`src/rtl/divn_counter_74161_pkg.sv`:
```
// Shared widths, legal divide range and the terminal-value helper for the divide-by-N counter.
package divn_counter_74161_pkg;

    localparam int unsigned CNT_W     = 8;
    localparam int unsigned NIB_W     = 4;
    localparam int unsigned DIV_N_MIN = 2;
    localparam int unsigned DIV_N_MAX = 256;

    // Last count value before the synchronous reload to zero.
    function automatic logic [CNT_W-1:0] term_value(input int unsigned div_n);
        return CNT_W'(div_n - 1);
    endfunction

endpackage

```
`src/rtl/counter_74161.sv`:
```
// One 4-bit 74161-style stage: async clear, sync load over count, ENP/ENT enables.
module counter_74161
    import divn_counter_74161_pkg::*;
(
    input  logic             clk,
    input  logic             areset_n,
    input  logic             load,
    input  logic             enp,
    input  logic             ent,
    input  logic [NIB_W-1:0] d,
    output logic [NIB_W-1:0] q,
    output logic             rco
);

    always_ff @(posedge clk or negedge areset_n) begin
        if (!areset_n) begin
            q <= '0;
        end else if (load) begin
            q <= d;
        end else if (enp && ent) begin
            q <= q + NIB_W'(1);
        end
    end

    always_comb begin
        rco = ent & (q == {NIB_W{1'b1}});
    end

endmodule

```
`src/rtl/divn_counter_74161.sv`:
```
// Divide-by-N counter: two cascaded 74161 stages with terminal-count reload to zero.
module divn_counter_74161
    import divn_counter_74161_pkg::*;
#(
    parameter int unsigned DIV_N = 10
) (
    input  logic             clk,
    input  logic             areset_n,
    input  logic             ena,
    input  logic             sload,
    input  logic [CNT_W-1:0] sdata,
    output logic [CNT_W-1:0] q,
    output logic             rco_lo,
    output logic             tick
);

    if (DIV_N < DIV_N_MIN || DIV_N > DIV_N_MAX) begin : g_bad_div_n
        $error("divn_counter_74161: DIV_N must be within 2..256");
    end

    localparam logic [CNT_W-1:0] TERM = term_value(DIV_N);

    logic             at_term;
    logic             load;
    logic [CNT_W-1:0] load_val;
    logic [NIB_W-1:0] q_lo;
    logic [NIB_W-1:0] q_hi;
    logic             rco_hi_unused;

    always_comb begin
        at_term  = (q == TERM);
        // Both stages share one load strobe; terminal reload presents zero unless sload wins.
        load     = sload | (ena & at_term);
        load_val = sload ? sdata : '0;
        tick     = ena & ~sload & at_term;
        q        = {q_hi, q_lo};
    end

    counter_74161 u_stage_lo (
        .clk      (clk),
        .areset_n (areset_n),
        .load     (load),
        .enp      (ena),
        .ent      (ena),
        .d        (load_val[NIB_W-1:0]),
        .q        (q_lo),
        .rco      (rco_lo)
    );

    counter_74161 u_stage_hi (
        .clk      (clk),
        .areset_n (areset_n),
        .load     (load),
        .enp      (ena),
        .ent      (rco_lo),
        .d        (load_val[CNT_W-1:NIB_W]),
        .q        (q_hi),
        .rco      (rco_hi_unused)
    );

endmodule
```
`config.mk`:
```
export PLATFORM = sky130hd
export DESIGN_NAME = divn_counter_74161
export DESIGN_NICKNAME = d
export VERILOG_FILES = /design/src/rtl/divn_counter_74161_pkg.sv /design/src/rtl/counter_74161.sv /design/src/rtl/divn_counter_74161.sv
export SDC_FILE = /design/constraint.sdc
export NUM_CORES = 1
export LEC_CHECK = 0
export BUFFER_PORTS_ARGS = -buffer_cell sky130_fd_sc_hd__buf_2
export CAP_MARGIN = 20
export CORE_UTILIZATION = 30
export DETAILED_ROUTE_END_ITERATION = 8
export GPL_ROUTABILITY_DRIVEN = 0
export PLACE_DENSITY = 0.64
export SYNTH_ARGS = -nofsm -noshare
export SYNTH_HDL_FRONTEND = slang
export SYNTH_HIERARCHICAL = 1
export SYNTH_SLANG_ARGS = --single-unit
export TNS_END_PERCENT = 30
```
`constraint.sdc`:
```
create_clock -name clk -period 4.15 [get_ports clk]
set_input_delay 0.2075 -clock clk [delete_from_list [all_inputs] [get_ports clk]]
set_output_delay 0.2075 -clock clk [all_outputs]
set_load 0.005 [all_outputs]
```
After elaboration in Yosys (flattened, before gate mapping)

Index checks and enable logic that the tools add are counted.

Output and inout port bits: 10
Bits of input ports: 12
Bits in registers: 8
Word-level logic and storage cells: 20

Reductions and logical operators: 3
Bitwise gates (word level): 6
$add $sub $neg: 2
Muxes and demuxes: 5
Equal/unequal tests: 2

Operators by type and width:

| operator                                                        | count |
|---|---|
| 4-bit two-way mux                                               | 4 |
| 4-bit by 1-bit adder with 4-bit output, second input constant   | 2 |
| 8-bit by 4-bit == test with 1-bit output, second input constant | 1 |
| 8-bit two-way mux                                               | 1 |
| 1-bit bitwise AND                                               | 4 |
| 4-bit == test, second input constant                            | 1 |
| 2-bit nonzero test                                              | 2 |
| 1-bit logical AND                                               | 1 |
| 1-bit NOT                                                       | 1 |
| 1-bit bitwise OR                                                | 1 |

Logic depth before layout (Yosys ltp)

Depth in word-level cells: 5
Mapped depth: 5
Depth with buffers taken out: 5

Hierarchy

Netlist, hierarchy kept.

By module, submodules not included:

| module             | cells an instance | times used | area each (um^2) | seq. area each (um^2) |
|---|---|---|---|---|
| counter_74161      | 23                | 2          | 217.7            | 100.1 |
| divn_counter_74161 | 14                | 1          | 107.6            | 0.0 |

Least setup slack after synthesis

Ideal clock, no wire load.

Path kind: register -> register
Start: register u_stage_hi.q[0]
End: register u_stage_hi.q[3]
Buffers on the path: 0
Arrival: 1.792 ns
Data required time: 4.021 ns
Library setup time: 0.129 ns
Clock period less this slack: 1.921 ns
Setup slack: 2.229 ns
Stages on the path, launching flop included: 6
Cell sequence: dfrtp_1 -> or4b_4 -> o31ai_2 -> inv_1 -> nor2_1 -> a31oi_1

Longest elaborated chain between the ends: 4
Elaborated cells on any way between the ends: 7
Those cells by class: add/sub (1); eq/ne (1); mux (2); bitwise (2); reduce/logical (1)

Ends and longest elaborated chain:

| item                                                    | RTL line                 | source |
|---|---|---|
| start, declared                                         | counter_74161.sv:11      | `output logic [NIB_W-1:0] q,` |
| start signal, assigned                                  | counter_74161.sv:21      | `q <= q + NIB_W'(1);` |
| 8-bit by 4-bit == test with 1-bit output (*)            | divn_counter_74161.sv:31 | `at_term = (q == TERM);` |
| 1-bit bitwise AND (*)                                   | divn_counter_74161.sv:33 | `load = sload \| (ena & at_term);` |
| 1-bit bitwise OR (*)                                    | divn_counter_74161.sv:33 |  |
| net load                                                | divn_counter_74161.sv:24 | `logic load;` |
| 4-bit two-way mux or 2-bit nonzero test (tied branches) | n/a                      |  |

Mark *: on every way through the listed nets, which the timed path passes. The rest lies on a longest branch. The select of a mux whose other input is x is not followed.
A chain may end at the register's enable or synchronous reset.

Final worst setup path

Same ends and word-level chain as after synthesis.

==> impl_metrics.env <==
export IMPL_irDropWorstVdd_mv=0.123
export IMPL_slew_violations=0
export IMPL_period_minus_slack_ns=2.13
export IMPL_fp_dieH_um=44.2
export IMPL_fmax_mhz=469
export IMPL_clkSinkCount=8
export IMPL_grt_pass1_vias=423
export IMPL_n_fill_cell=161
export IMPL_p_leak_nw=0.344
export IMPL_final_common_cell="buf_2"
export IMPL_final_cell_mix="buf_2 (21), and2_1 (8), o21ai_0 (8), dfrtp_1 (8), nand2_1 (6)"
export IMPL_grt_pass1_wl_um=1810
export IMPL_crit_required_ns=4.28
export IMPL_rows=14
export IMPL_core_um2=1580
export IMPL_skew_ns=0.00222
export IMPL_cts_setup_buffers=0
export IMPL_cts_made_buffers=3
export IMPL_max_cap_violations=0
export IMPL_drc=0
export IMPL_antennaDiodeCount=0
export IMPL_htreeDepth=1
export IMPL_cts_root_buf="clkbuf_4"
export IMPL_die_area_um2=1950
export IMPL_area_delta_synth_final_pct=29.6
export IMPL_hold_violations=0
export IMPL_grt_antenna_before_repair=0
export IMPL_setup_violations_final=0
export IMPL_drtIter0Drc=6
export IMPL_syn_area_um2=533
export IMPL_tightest_slew_ns=0.822
export IMPL_drt_wl_total_um=1110
export IMPL_grt_start_max_net_pins=15
export IMPL_powerDensity_nw_per_um2=289
export IMPL_avgViaCountPerCell=4.74
export IMPL_hold_class="in2reg"
export IMPL_dpl_hpwl_um=838
export IMPL_period_share_pct=51.4
export IMPL_arrival_ns=2.26
export IMPL_ant_nets=0
export IMPL_cts_tree="done"
export IMPL_postSynthCellCount=59
export IMPL_reg2reg_from="u_stage_hi/q[0]"
export IMPL_critPathMaxFanout=14
export IMPL_drive_gt1_share_pct=36.9
export IMPL_wire_per_inst_um=11.1
export IMPL_clk_pin_slew_ns=0.06
export IMPL_die_width_um=44.2
export IMPL_regArea_um2=200
export IMPL_multi_input_area_um2=322
export IMPL_critPathLaunch="u_stage_hi/q[0]"
export IMPL_rsz0062_at_grt="no"
export IMPL_crit_type="reg2reg"
export IMPL_grtUsageTotal_pct=12.9
export IMPL_io_pins=22
export IMPL_status="complete, no violations"
export IMPL_portBuffers=21
export IMPL_crit_path_end_kind="register"
export IMPL_relSlewSlack_pct=44.8
export IMPL_start_util_pct=33.8
export IMPL_clock_latency_ns=0.25
export IMPL_post_cts_resized=0
export IMPL_grt_overflow_total=0
export IMPL_crit_path_start_kind="register"
export IMPL_num_vias=474
export IMPL_hold_path_startpoint="sdata[2]"
export IMPL_synth_fp_nets=73
export IMPL_cts_max_path_buffers=2
export IMPL_yosys_warnings=6
export IMPL_whs_ns=0.270
export IMPL_tns_ns=0
export IMPL_dr_pass1_iters=6
export IMPL_avgSynthCellArea_um2=9.03
export IMPL_nets=100
## final cells by class
class / count / share of cell area [%]
Multi-Input combinational cell: 48 / 46.6
Tap cell: 16 / 2.90
Timing Repair Buffer: 22 / 16.7
Clock buffer: 3 / 3.26
Inverter: 3 / 1.63
Sequential cell: 8 / 29.0
## sequential cells by signal, indices dropped and copies added, names as in the netlist
name          cells
u_stage_hi/q      4
u_stage_lo/q      4
## layer usage
metal | GRT usage, % | part of all wire (%) | wire [um] | vias up
met3 | 2.86 | 5.1 | 56 | 2
met2 | 18.8 | 42 | 469 | 16
met1 | 17.4 | 51 | 568 | 198
met5 | 0 | 0 | 0 | -
li1 | - | - | - | 258
met4 | 7.27 | 1.1 | 12 | 0
## timing repair
action,CTS,global route
hold buffers,1,0
hold endpoints to repair,8,0
endpoints found under the setup margin,0,0
## per-stage QoR
stage | util [%] | cells | power [mW] | setup slack, ns | area [um^2]
floorplan | - | 59 | 0.120 | 2.23 | 533
global placement | 41.7 | 96 | 0.140 | 2.08 | 658
detailed placement | 41.7 | 96 | 0.141 | 2.01 | 658
CTS | 43.8 | 100 | 0.203 | 2.01 | 691
global route | 43.8 | 100 | 0.214 | 1.80 | 691
finish | 43.8 | 100 | 0.200 | 2.02 | 691
## path summary, 6_finish.rpt
kind	to	slack (ns)	cells past startpoint
setup / recovery	u_stage_hi/q[3]	2.02	5
min in group asynchronous	u_stage_lo/q[3]	0.33	2
max in group asynchronous	u_stage_hi/q[0]	3.65	2
hold / removal	u_stage_lo/q[2]	0.27	4
setup reg to reg	u_stage_hi/q[3]	2.02	5
hold reg to reg	u_stage_hi/q[3]	0.61	2
## worst max-delay path, stage by stage, from the launching register on
cell and delay [ns]:
dfrtp_1 0.43, or4b_4 0.57, o31ai_2 0.72, inv_1 0.13, nor2_1 0.13, a31oi_1 0.04
## power breakdown
part / switching, mW / total (mW) / internal (mW)
Sequential: 0.00939 / 0.0953 / 0.0860
Combinational: 0.0219 / 0.0446 / 0.0227
Clock: 0.0266 / 0.0597 / 0.0331
Total: 0.0578 / 0.200 / 0.142
(Power assumes the default switching activity.)
